===== src/rtl/line_buffer_ring_pkg.sv =====
// line_buffer_ring_pkg: shared MGIA constants for the line buffer ring.
// Default word/address widths, ring size, ring index width, index wrap helper.
package line_buffer_ring_pkg;

    localparam int MGIA_DW   = 16;
    localparam int MGIA_AW   = 6;
    localparam int MGIA_NBUF = 2;
    // Ring index width; covers NBUF up to 4.
    localparam int MGIA_IW   = 2;

    // NBUF need not be a power of two, so wrap by explicit compare.
    function automatic logic [MGIA_IW-1:0] idx_inc(
        input logic [MGIA_IW-1:0] i,
        input int                 n
    );
        if (int'(i) == n - 1)
            return '0;
        return i + MGIA_IW'(1);
    endfunction

endpackage


===== src/rtl/line_buffer_ring_line_ram.sv =====
// line_ram: simple dual-port sync RAM, NBUF*DEPTH x DW, registered read.
// Ports: CLK_I, RST_I (clears read reg), WE_I/W_ADR_I/W_DAT_I, R_ADR_I/R_DAT_O.
module line_ram
    import line_buffer_ring_pkg::*;
#(
    parameter int DW   = MGIA_DW,
    parameter int AW   = MGIA_AW,
    parameter int NBUF = MGIA_NBUF,
    parameter int MW   = $clog2(NBUF * (2**AW))
) (
    input  logic          CLK_I,
    input  logic          RST_I,
    input  logic          WE_I,
    input  logic [MW-1:0] W_ADR_I,
    input  logic [DW-1:0] W_DAT_I,
    input  logic [MW-1:0] R_ADR_I,
    output logic [DW-1:0] R_DAT_O
);

    logic [DW-1:0] mem [NBUF * (2**AW)];

    always_ff @(posedge CLK_I) begin
        if (WE_I)
            mem[W_ADR_I] <= W_DAT_I;
    end

    // Output register with sync reset maps onto the block RAM output latch.
    always_ff @(posedge CLK_I) begin
        if (RST_I)
            R_DAT_O <= '0;
        else
            R_DAT_O <= mem[R_ADR_I];
    end

endmodule


===== src/rtl/line_buffer_ring.sv =====
// line_buffer_ring: ring of NBUF line buffers between a fill stream and display.
// Ports: CLK_I, RST_I, LINE_I, F_ADR_I/F_DAT_O, S_STB_I/S_DAT_I/S_LAST_I/S_RDY_O, LEVEL_O, UNDERRUN_O.
module line_buffer_ring
    import line_buffer_ring_pkg::*;
#(
    parameter int DW   = MGIA_DW,
    parameter int AW   = MGIA_AW,
    parameter int NBUF = MGIA_NBUF
) (
    input  logic          CLK_I,
    input  logic          RST_I,
    input  logic          LINE_I,
    input  logic [AW-1:0] F_ADR_I,
    output logic [DW-1:0] F_DAT_O,
    input  logic          S_STB_I,
    input  logic [DW-1:0] S_DAT_I,
    input  logic          S_LAST_I,
    output logic          S_RDY_O,
    output logic [1:0]    LEVEL_O,
    output logic          UNDERRUN_O
);

    localparam int IW = MGIA_IW;
    localparam int MW = $clog2(NBUF * (2**AW));

    logic [IW-1:0] disp_idx;
    logic [IW-1:0] fill_idx;
    logic [IW-1:0] full_cnt;
    logic [AW-1:0] wptr;

    logic          acc;
    logic          done;
    logic          adv;
    logic          und;
    logic [MW-1:0] w_adr;
    logic [MW-1:0] r_adr;

    // The fill buffer can never alias the display buffer while ready.
    assign S_RDY_O = int'(full_cnt) < NBUF - 1;

    assign acc  = S_STB_I & S_RDY_O & ~RST_I;
    assign done = acc & (S_LAST_I | (&wptr));
    assign adv  = LINE_I & ~RST_I & (full_cnt != '0);
    assign und  = LINE_I & ~RST_I & (full_cnt == '0);

    // {idx, addr} < NBUF*DEPTH, so dropping the spare top bit is lossless.
    assign w_adr = MW'({fill_idx, wptr});
    assign r_adr = MW'({disp_idx, F_ADR_I});

    assign LEVEL_O = 2'(full_cnt);

    always_ff @(posedge CLK_I) begin
        if (RST_I) begin
            disp_idx   <= '0;
            fill_idx   <= IW'(1);
            full_cnt   <= '0;
            wptr       <= '0;
            UNDERRUN_O <= 1'b0;
        end else begin
            UNDERRUN_O <= und;
            if (acc)
                wptr <= done ? '0 : wptr + AW'(1);
            if (done)
                fill_idx <= idx_inc(fill_idx, NBUF);
            if (adv)
                disp_idx <= idx_inc(disp_idx, NBUF);
            unique case ({done, adv})
                2'b10:   full_cnt <= full_cnt + IW'(1);
                2'b01:   full_cnt <= full_cnt - IW'(1);
                default: full_cnt <= full_cnt;
            endcase
        end
    end

    line_ram #(
        .DW   (DW),
        .AW   (AW),
        .NBUF (NBUF),
        .MW   (MW)
    ) u_ram (
        .CLK_I   (CLK_I),
        .RST_I   (RST_I),
        .WE_I    (acc),
        .W_ADR_I (w_adr),
        .W_DAT_I (S_DAT_I),
        .R_ADR_I (r_adr),
        .R_DAT_O (F_DAT_O)
    );

endmodule

===== config.mk =====
export PLATFORM = sky130hd
export DESIGN_NAME = line_buffer_ring
export DESIGN_NICKNAME = d
export VERILOG_FILES = /design/src/rtl/line_buffer_ring_pkg.sv /design/src/rtl/line_buffer_ring_line_ram.sv /design/src/rtl/line_buffer_ring.sv
export SDC_FILE = /design/constraint.sdc
export NUM_CORES = 2
export LEC_CHECK = 0
export ABC_AREA = 1
export CORE_ASPECT_RATIO = 1.5
export CORE_MARGIN = 4
export CORE_UTILIZATION = 30
export DETAILED_ROUTE_END_ITERATION = 8
export PLACE_DENSITY = 0.5
export SLEW_MARGIN = 40
export SYNTH_ARGS = -nofsm -noshare
export SYNTH_HDL_FRONTEND = slang
export SYNTH_HIERARCHICAL = 1
export SYNTH_SLANG_ARGS = --single-unit

===== constraint.sdc =====
create_clock -name CLK_I -period 5 [get_ports CLK_I]
set_clock_uncertainty 0.1 [all_clocks]
set_input_delay 1 -clock CLK_I [delete_from_list [all_inputs] [get_ports CLK_I]]
set_output_delay 1 -clock CLK_I [all_outputs]
set_load 0.02 [all_outputs]

==> results.md <==
- Outcome: finished, final reports clean
- Required time of the critical path: 5.66 ns
- DRT antenna net count: 0
- Syn_nets: 6986
- Routed wire length: approximately 260000 um
- Multi-input gate area: 19100 um2
- Critical path capture point type: flip-flop
- Logic pwr share: 6.6%
- EDFF count, synth: ~2000
- Post-Syn Area: 83800 um2
- Num rows: 237
- Hold path startpoint: S_DAT_I[3]
- Final setup margin: roughly 1.6 ns
- RR Startpoint: wptr[3]
- H-Tree Depth: 4
- Fmax: just under 300 MHz
- Register area share after synthesis: 74.1%
- Top post-synthesis cells by area: edfxtp_1 (73%), nand3_1 (12%), nand2_1 (10%)
- Sw frac: about 23%
- Worst reg-to-reg path cell count: 5
- Critical path class: in -> reg
- Crit Path Max Fanout: roughly 130
- Cells after Synth: between 6000 and 7000
- Initial drt markers: between 4000 and 5000
- Area grow syn2layout: 13.7%
- Synth async-reset ratio: 0%
- Total core area: ~280000 um2
- DP Area: a little under 90000 um2
- Ys flop type: edfxtp_1
- Worst r2r dst: u_ram/mem[43][11]
- Full die area: about 290000 um2
- Max Cap Viol: 0
- Clk pwr share: 40.5%
- Overflow after GRT: 0
- Post-route design area: roughly 95000 um2
- CTS hold repair buffers: 0
- Most frequent cell after synthesis: nand2_1
- Leading area contributor after synthesis: edfxtp_1
- Nets: approximately 7000
- Largest net degree at the start of global routing: approximately 130
- Starting Density: 30.1%
- Ys Warns: 6
- Hold path depth: 1
- CTS clk-pin slew, worst paths: roughly 0.07 ns
- Final hold vios: 0
- Layout cells sized above 1: 7.94%
- Worst min path class: in -> reg
- # IOs: 47
- FF+latch count, synth: 2075
- DR vias: around 54000
- Syn_area_per_cell: 12.0 um2
- First-pass GRT wire length: 376000 um
- CTS max path bufs: 4
- Tightest Pin Transition: roughly 0.9 ns
- Die Ht: 655 um
- Top-area cell type share of the netlist area: roughly 73%
- Worst VDD drop: 0.291 mV
- Worst EP arrival: between 4 and 5 ns
- Fin crit period: roughly 3.4 ns
- Pint: approximately 0.028 W
- Root buf cell: clkbuf_16
- Vias in the first global route: roughly 53000
- Crit share post-route: 68.9%
- Clk Latency, worst-skew pair: between 0.8 and 0.9 ns
- CP Launch Type: primary input
- Flop pwr share: a little over half
- Unique masters post-synth: 33
- Hold EP: u_ram/mem[58][3]
- GRT Util Overall: between 10% and 20%
- Fin Setup TNS: 0 ns
- Final Max Tran Viols: 0
- DR pass1 iterations: 6
- Number of remaining DRC errors: 0
- Horiz. Die Dim: ~440 um
- Sw power: a little over 0.008 W
- Post-CTS Repair Setup Buffers: 0
- Reg area: approximately 62000 um2
- I/O Buffers: 46
- Vias per cell: approximately 5
- Initial antenna violation count: 5
- Power per Cell Area: approximately 380 nW/um2
- TritonCTS clock tree: yes
- Worst R2R Setup Slack: about 1.7 ns
- HPWL Detailed: 149000 um
- Fillers: ~27000
- Leak pwr: approximately 33 nW
- Post-place setup slack: between 0.7 and 0.8 ns
- CTS sink count: about 2100
- Unrepaired setup endpoints after global routing: no
- Avg WL per Cell: roughly 24 um
- Number of gates resized after cts: 0
- Normalized max-slew margin: between 30% and 40%
- Number of CTS-inserted buffers: between 150 and 200
- Commonest cells in the netlist: nand2_1 (2239), edfxtp_1 (2048), nand3_1 (1944)
- RePlAce Congestion: 0.843
- Number of setup violations in the final report: 0
==> cell usage in the layout, fill, tap and decap left out, types with 4 or more instances in the layout <==
cell and instances:
clkbuf_16 198, nor2_1 159, bufinv_16 19, inv_1 25
clkinv_1 44, buf_6 12, clkdlybuf4s50_1 25, ha_1 4
nand3_1 1944, dfxtp_1 27, clkbuf_1 38, nor3_1 8
buf_4 207, buf_8 6, clkbuf_8 6, clkinv_2 27
nor2_2 11, nand2_1 2239, edfxtp_1 2048, buf_12 52
==> worst max path at each step <==
stage	start	to	slack, ns
final	F_ADR_I[0]	u_ram/R_DAT_O[8]	1.56
after global routing	F_ADR_I[0]	u_ram/R_DAT_O[8]	1.51
after CTS	LEVEL_O[1]	S_RDY_O	1.60
after detailed placement	F_ADR_I[0]	u_ram/R_DAT_O[8]	0.77
after global placement	F_ADR_I[0]	u_ram/R_DAT_O[8]	0.74
after floorplan	RST_I	u_ram/mem[105][0]	1.84
==> cells by family (layout without fill, tap and decap cells) <==
family,after synthesis,count (layout),share of synthesized area (%)
and+or+nand+nor,4373,4373,22.6
DFF,2075,2075,74.1
buffers and inverters,491,677,3.17
AOI/OAI and AO/OA,8,8,0.0747
adders and majority gates,4,4,0.0598
xor gates and xnor gates,4,4,0.0418
other,0,2,0
==> flip-flops by register name, indices dropped and copies added (netlist names) <==
name and cells:
u_ram/mem 2048, disp_idx 1, UNDERRUN_O 1, u_ram/R_DAT_O 16, LEVEL_O 2, fill_idx 1, wptr 6
==> per-layer routing <==
metal  up-vias  global-route usage (%)  routed length (um)
met3       425                    1.57               11700
met2      1658                    31.4              133000
li1      24696                       -                   -
met4         2                    8.76               14400
met5         -                       0                  12
met1     27393                    21.2              101000
==> per-stage QoR <==
| stage | hold slack [ns] | power, W | utilization [%] | cells |
|---|---|---|---|---|
| 2_1_floorplan | 0.383 | 0.0208 | - | 6955 |
| 3_3_place_gp | 0.457 | 0.0219 | 32.0 | 10501 |
| 3_5_place_dp | 0.462 | 0.0220 | 32.0 | 10502 |
| 4_1_cts | 0.477 | 0.0366 | 34.2 | 10842 |
| 5_1_grt | 0.399 | 0.0375 | 34.3 | 10846 |
| 6_report | 0.420 | 0.0363 | 34.3 | 10847 |
==> layout make-up <==
class | instances | share of cell area (%)
Timing Repair Buffer | 304 | 3.28
Inverter | 33 | 0.168
Clock inverter | 98 | 1.01
Tap cell | 3704 | 4.87
Sequential cell | 2075 | 65.2
Clock buffer | 242 | 5.44
Multi-Input combinational cell | 4389 | 20.1
Antenna cell | 2 | 0.00526
==> power groups by stage <==
stage | Clock, W | Combinational, W | Sequential, W
detailed placement | 0 | 0.00241 | 0.0195
floorplan | 0 | 0.00121 | 0.0195
CTS | 0.0150 | 0.00242 | 0.0192
global placement | 0 | 0.00239 | 0.0195
global route | 0.0157 | 0.00257 | 0.0192
finish | 0.0147 | 0.00240 | 0.0192
==> critical path: stages <==
cell and delay (ns):
buf_8 0.23, inv_16 0.43, buf_12 0.47, nand2_1 0.10, nand3_1 0.10, nand3_1 0.26
nand3_1 0.23, nand3_1 0.35, nand2_1 0.26, nand2_1 0.14, nand3_1 0.09, nand2_1 0.07
nor2_1 0.10
Power figures use the tool's default switching activity.
